==> config.mk <==
export PLATFORM = sky130hd
export DESIGN_NAME = dec_onehot_decoder
export DESIGN_NICKNAME = d
export VERILOG_FILES = /design/src/rtl/dec_onehot_decoder.sv
export SDC_FILE = /design/constraint.sdc
export NUM_CORES = 1
export LEC_CHECK = 0
export BUFFER_PORTS_ARGS = -buffer_cell sky130_fd_sc_hd__buf_4
export CELL_PAD_IN_SITES_DETAIL_PLACEMENT = 1
export CELL_PAD_IN_SITES_GLOBAL_PLACEMENT = 2
export CORE_ASPECT_RATIO = 0.6
export CORE_MARGIN = 2
export CORE_UTILIZATION = 39
export CTS_CLUSTER_SIZE = 30
export DETAILED_ROUTE_END_ITERATION = 7
export PLACE_DENSITY_LB_ADDON = 0.15
export SYNTH_ARGS = -nofsm -noshare
export SYNTH_HDL_FRONTEND = slang
export SYNTH_SLANG_ARGS = --single-unit
export TNS_END_PERCENT = 5
==> constraint.sdc <==
create_clock -name clk -period 12.95 [get_ports clk]
set_input_delay 0 -clock clk [delete_from_list [all_inputs] [get_ports clk]]
set_output_delay 0 -clock clk [all_outputs]
set_load 0.01 [all_outputs]
==> src/rtl/dec_onehot_decoder.sv <==
// dec_onehot_decoder: 5-to-32 one-hot decoder with a two-slot output buffer
// and a sticky OR-accumulated mask of every decoded word that was accepted.
// Ready/valid on both sides.
// The mask and dup path is independent of buffer occupancy.

module dec_onehot_decoder #(
  parameter int DEPTH = 2  // buffer slots; the slot logic below is written for exactly 2
) (
  input  logic        clk,
  input  logic        rst_n,
  input  logic        in_valid,
  output logic        in_ready,
  input  logic [4:0]  A,
  input  logic        en,
  input  logic        mask_clr,
  output logic        out_valid,
  input  logic        out_ready,
  output logic [31:0] Y,
  output logic [31:0] mask,
  output logic        mask_full,
  output logic        dup,
  output logic [1:0]  fill
);

  // Occupancy doubles as the FSM state: the encoding equals the fill count.
  typedef enum logic [1:0] {
    EMPTY = 2'd0,
    ONE   = 2'd1,
    TWO   = 2'd2
  } state_e;

  localparam logic [1:0] FULL_FILL = 2'(DEPTH);

  state_e      state_q, state_d;
  logic [31:0] slot0_q, slot0_d;  // head (oldest entry)
  logic [31:0] slot1_q, slot1_d;  // second entry, valid only in TWO
  logic [31:0] mask_q, mask_d;
  logic        dup_q, dup_d;

  logic        accept;
  logic        pop;
  logic [31:0] entry;

  assign accept = in_valid && in_ready;
  assign pop    = out_valid && out_ready;
  assign entry  = en ? (32'd1 << A) : 32'd0;

  // State register: synchronous active-low reset returns the buffer to EMPTY.
  always_ff @(posedge clk) begin
    // NOTE: sequential state uses non-blocking assignments so every register
    // samples pre-edge values regardless of statement order.
    if (!rst_n) begin
      state_q <= EMPTY;
    end else begin
      state_q <= state_d;
    end
  end

  // Next-state and slot-data logic for the two-entry FIFO (slot0 is the head).
  always_comb begin
    // NOTE: every signal gets a default first so no path through the case
    // leaves it unassigned, which would infer a latch.
    state_d = state_q;
    slot0_d = slot0_q;
    slot1_d = slot1_q;
    unique case (state_q)
      EMPTY: begin
        if (accept) begin
          slot0_d = entry;
          state_d = ONE;
        end
      end
      ONE: begin
        if (accept && pop) begin
          slot0_d = entry;
        end else if (accept) begin
          slot1_d = entry;
          state_d = TWO;
        end else if (pop) begin
          state_d = EMPTY;
        end
      end
      TWO: begin
        // in_ready is low here, so only a pop can happen.
        if (pop) begin
          slot0_d = slot1_q;
          state_d = ONE;
        end
      end
      default: state_d = EMPTY;
    endcase
  end

  // Output decode from the registered state only.
  always_comb begin
    fill      = state_q;
    in_ready  = (state_q != FULL_FILL);
    out_valid = (state_q != EMPTY);
    Y         = (state_q != EMPTY) ? slot0_q : 32'd0;
  end

  // Slot storage: payload only, qualified by the state, so it carries no reset.
  always_ff @(posedge clk) begin
    // NOTE: the data slots are deliberately not reset; Y is forced to zero
    // whenever the buffer is EMPTY, so stale slot contents are never visible.
    slot0_q <= slot0_d;
    slot1_q <= slot1_d;
  end

  // Mask next value: clear first, then OR in the accepted one-hot word.
  always_comb begin
    mask_d = mask_clr ? 32'd0 : mask_q;
    if (accept && en) begin
      mask_d = mask_d | entry;
    end
    dup_d = accept && en && !mask_clr && mask_q[A];
  end

  // Mask and duplicate-pulse registers.
  always_ff @(posedge clk) begin
    if (!rst_n) begin
      mask_q <= 32'd0;
      dup_q  <= 1'b0;
    end else begin
      mask_q <= mask_d;
      dup_q  <= dup_d;
    end
  end

  assign mask      = mask_q;
  assign mask_full = &mask_q;
  assign dup       = dup_q;

endmodule

==> flow_metrics.py <==
metrics = {
    "clock_tree": {
        "clockRootBuffer": "clkbuf_16",
        "clock_sinks": 99,
        "cts_buffers": 9,
        "post_cts_buffers": 0,
        "cts_tree": "yes",
        "htree_num_levels": 3,
        "cts.path.max_buffers": 2,
        "cts-resized-gates": 0,
        "clkSlewWorstSetupHoldPaths_ps": 60,
        "clock_latency_ps": 350,
    },
    "critical_path": {
        "critPathRequiredTime_ps": 13190,
        "rrSetupSlack_ps": 9690,
        "worstPathMaxFanout": 57,
        "r2r_end": "mask[26]",
        "endpoint_kind": "register",
        "timing_worst_setup_path_type": "reg2reg",
        "cp-startpoint": "fill[1]",
        "reg2regPathDepth": 4,
        "worstPathArrival_ps": 3490,
        "cp-start-kind": "register",
        "r2r_start": "fill[1]",
    },
    "logic_synthesis": {
        "postSynthAreaPerCell_sq_um": 12.4,
        "postSynthCellCount": 341,
        "ys.flop_type": "edfxtp_1",
        "syn-num-nets": 352,
        "ys.warnings.count": 0,
        "synth_edf_count": 64,
        "synth_seq_cells": 99,
        "synth_cell_types": 31,
        "async_flop_share": 0,
        "syn_area_sq_mm": 0.00422,
        "yosysSeqAreaShare": 0.622,
    },
    "routing": {
        "via_per_inst": 5.30,
        "routed-wl-met2_um": 4010,
        "wl_per_cell_um": 20.3,
        "firstDrtPassIters": 5,
        "drtIter0Drc": 218,
        "drcViolationCount": 0,
        "num_vias": 2946,
        "wl_met3_um": 938,
        "met1Wirelength_um": 6180,
        "ant_nets": 0,
        "maxUsedRoutingLayer": "met4",
        "routed_wl_um": 11300,
    },
    "grt": {
        "grt_overflow_total": 0,
        "track_usage": 0.201,
        "first_global_vias": 2914,
        "antenna_found_initial": 0,
        "grt_pass1_wl_um": 17500,
        "grt_max_degree": 58,
    },
    "power_and_ir_drop": {
        "worst_ir_drop_vdd_mv": 0.0639,
        "cellLeakagePower_nw": 2.05,
        "p_total_uw": 671,
        "power.density_mw_per_mm2": 127,
    },
    "timing": {
        "min_period_over_period": 0.251,
        "finClkSkew_ps": 4.86,
        "rsz0062_at_grt": "no",
        "tns_ps": 0,
        "setup_viol_count_final": 0,
        "slew_headroom": 0.213,
        "timing_hold_violations_final": 0,
        "period_minus_slack_ps": 3260,
        "fmax_mhz": 307,
        "worstMarginPinSlew_ps": 1180,
        "drv_slew": 0,
    },
    "layout": {
        "n_fill_cell": 1106,
        "drive_above_1_share": 0.269,
        "syn_to_final_growth_pct": 24.8,
        "n_antenna_cell": 0,
        "final_util": 0.499,
        "final_nets": 423,
    },
    "floorplan": {
        "dieArea_sq_mm": 0.0117,
        "core_area_sq_mm": 0.0106,
        "die_x_um": 138,
        "rows": 29,
        "start_util": 0.400,
        "die_h_um": 84.6,
        "ios": 81,
    },
    "worst_hold_path": {
        "hold_path_depth": 3,
        "holdPathEnd": "dup",
        "hp-start": "en",
        "hp-class": "in2reg",
    },
    "place": {
        "port_buffers": 80,
        "hpwl_um": 7720,
        "gp_congestion": 0.770,
    },
    "flow_run": {
        "cap_violations": 0,
    },
    "outcome": {
        "run_status": "complete, no violations",
    },
}
## registers in the layout (all words and copies together) (netlist names)
signal   cells
dup          1
fill         2
mask        32
slot0_q     32
slot1_q     32
## synthesized netlist by cell type (3+ instances only)
library cell,count,share of area
mux4_2,3,0.016
nor2_1,38,0.034
nand4_1,10,0.015
dfxtp_1,35,0.17
buf_2,3,0.0036
nand3_1,4,0.0047
mux2_2,6,0.016
nor2b_1,37,0.055
buf_1,3,0.0027
mux4_1,6,0.037
clkbuf_1,18,0.016
o31ai_1,28,0.050
edfxtp_1,64,0.46
nand2_1,33,0.029
a22o_1,32,0.066
## worst max-delay path, stage by stage (launching register included)
cell and delay (ps):
dfxtp_1 530, nor2b_4 970, clkinv_1 540, and3_1 720, a22o_1 350
## worst max path at each step
stage | to | slack (ps) | cells past startpoint
2_1_floorplan | slot1_q[0] | 8820 | 1
3_3_place_gp | mask[5] | 9930 | 4
3_5_place_dp | mask[2] | 9750 | 4
4_1_cts | mask[25] | 9710 | 4
5_1_grt | mask[25] | 9400 | 4
6_report | mask[26] | 9690 | 4
## layout by cell type (no fill, tap or decap), types with 2 or more instances in the layout
| master | synthesis | routed |
|---|---|---|
| a22o_1 | 32 | 32 |
| buf_4 | 0 | 83 |
| clkbuf_1 | 18 | 3 |
| clkbuf_16 | 0 | 9 |
| clkbuf_8 | 0 | 2 |
| dfxtp_1 | 35 | 35 |
| edfxtp_1 | 64 | 64 |
| inv_1 | 2 | 2 |
| mux2_2 | 6 | 6 |
| mux4_1 | 6 | 6 |
| mux4_2 | 3 | 3 |
| nand2_1 | 33 | 33 |
| nand2b_1 | 2 | 2 |
| nand3_1 | 4 | 4 |
| nand4_1 | 10 | 10 |
| nor2_1 | 38 | 37 |
| nor2b_1 | 37 | 35 |
| nor3_1 | 2 | 2 |
| o21a_1 | 2 | 2 |
| o31ai_1 | 28 | 28 |
| or4_1 | 2 | 2 |
## what timing repair did
item	in CTS	in global routing
endpoints found under the setup margin	0	0
endpoints found under the hold margin	2	0
hold buffers	1	0
## final cells by class
| cell class | instances | area [sq um] | area share |
|---|---|---|---|
| flip-flops and latches | 99 | 2620 | 0.498 |
| multi-input cells | 214 | 1510 | 0.287 |
| repair buffers | 85 | 648 | 0.123 |
| clock buffers | 14 | 264 | 0.0501 |
| well taps | 139 | 174 | 0.0330 |
| clock inverters | 2 | 35.0 | 0.00665 |
| inverters | 3 | 11.3 | 0.00214 |
## metrics by stage
step / area [sq um] / std cells / setup slack, ps / hold WS, ps
after global routing: 5270 / 556 / 9400 / 30.6
after detailed placement: 4940 / 538 / 9750 / 248
after CTS: 5250 / 555 / 9710 / 13.7
final: 5270 / 556 / 9690 / 54.9
after global placement: 4940 / 538 / 9930 / 235
after floorplan: 4220 / 341 / 8820 / 117
## power breakdown
| group | switching [mW] | internal, mW |
|---|---|---|
| logic | 0.0328 | 0.0208 |
| registers | 0.00342 | 0.345 |
| clock network | 0.109 | 0.160 |
| total | 0.145 | 0.526 |
## cell families after synthesis
family,synth area share
AND/OR/NAND/NOR,0.155
buffers and inverters,0.0276
flip-flops,0.622
AO/OA/AOI/OAI,0.124
multiplexers,0.0718
## routing by layer
layer  global-route usage  vias to the layer above
met5                    0                        -
met2                0.241                      127
met4               0.0705                        0
li1                     -                     1414
met3               0.0696                       14
met1                0.324                     1391
Note: power is estimated with default switching activity, not from simulation.
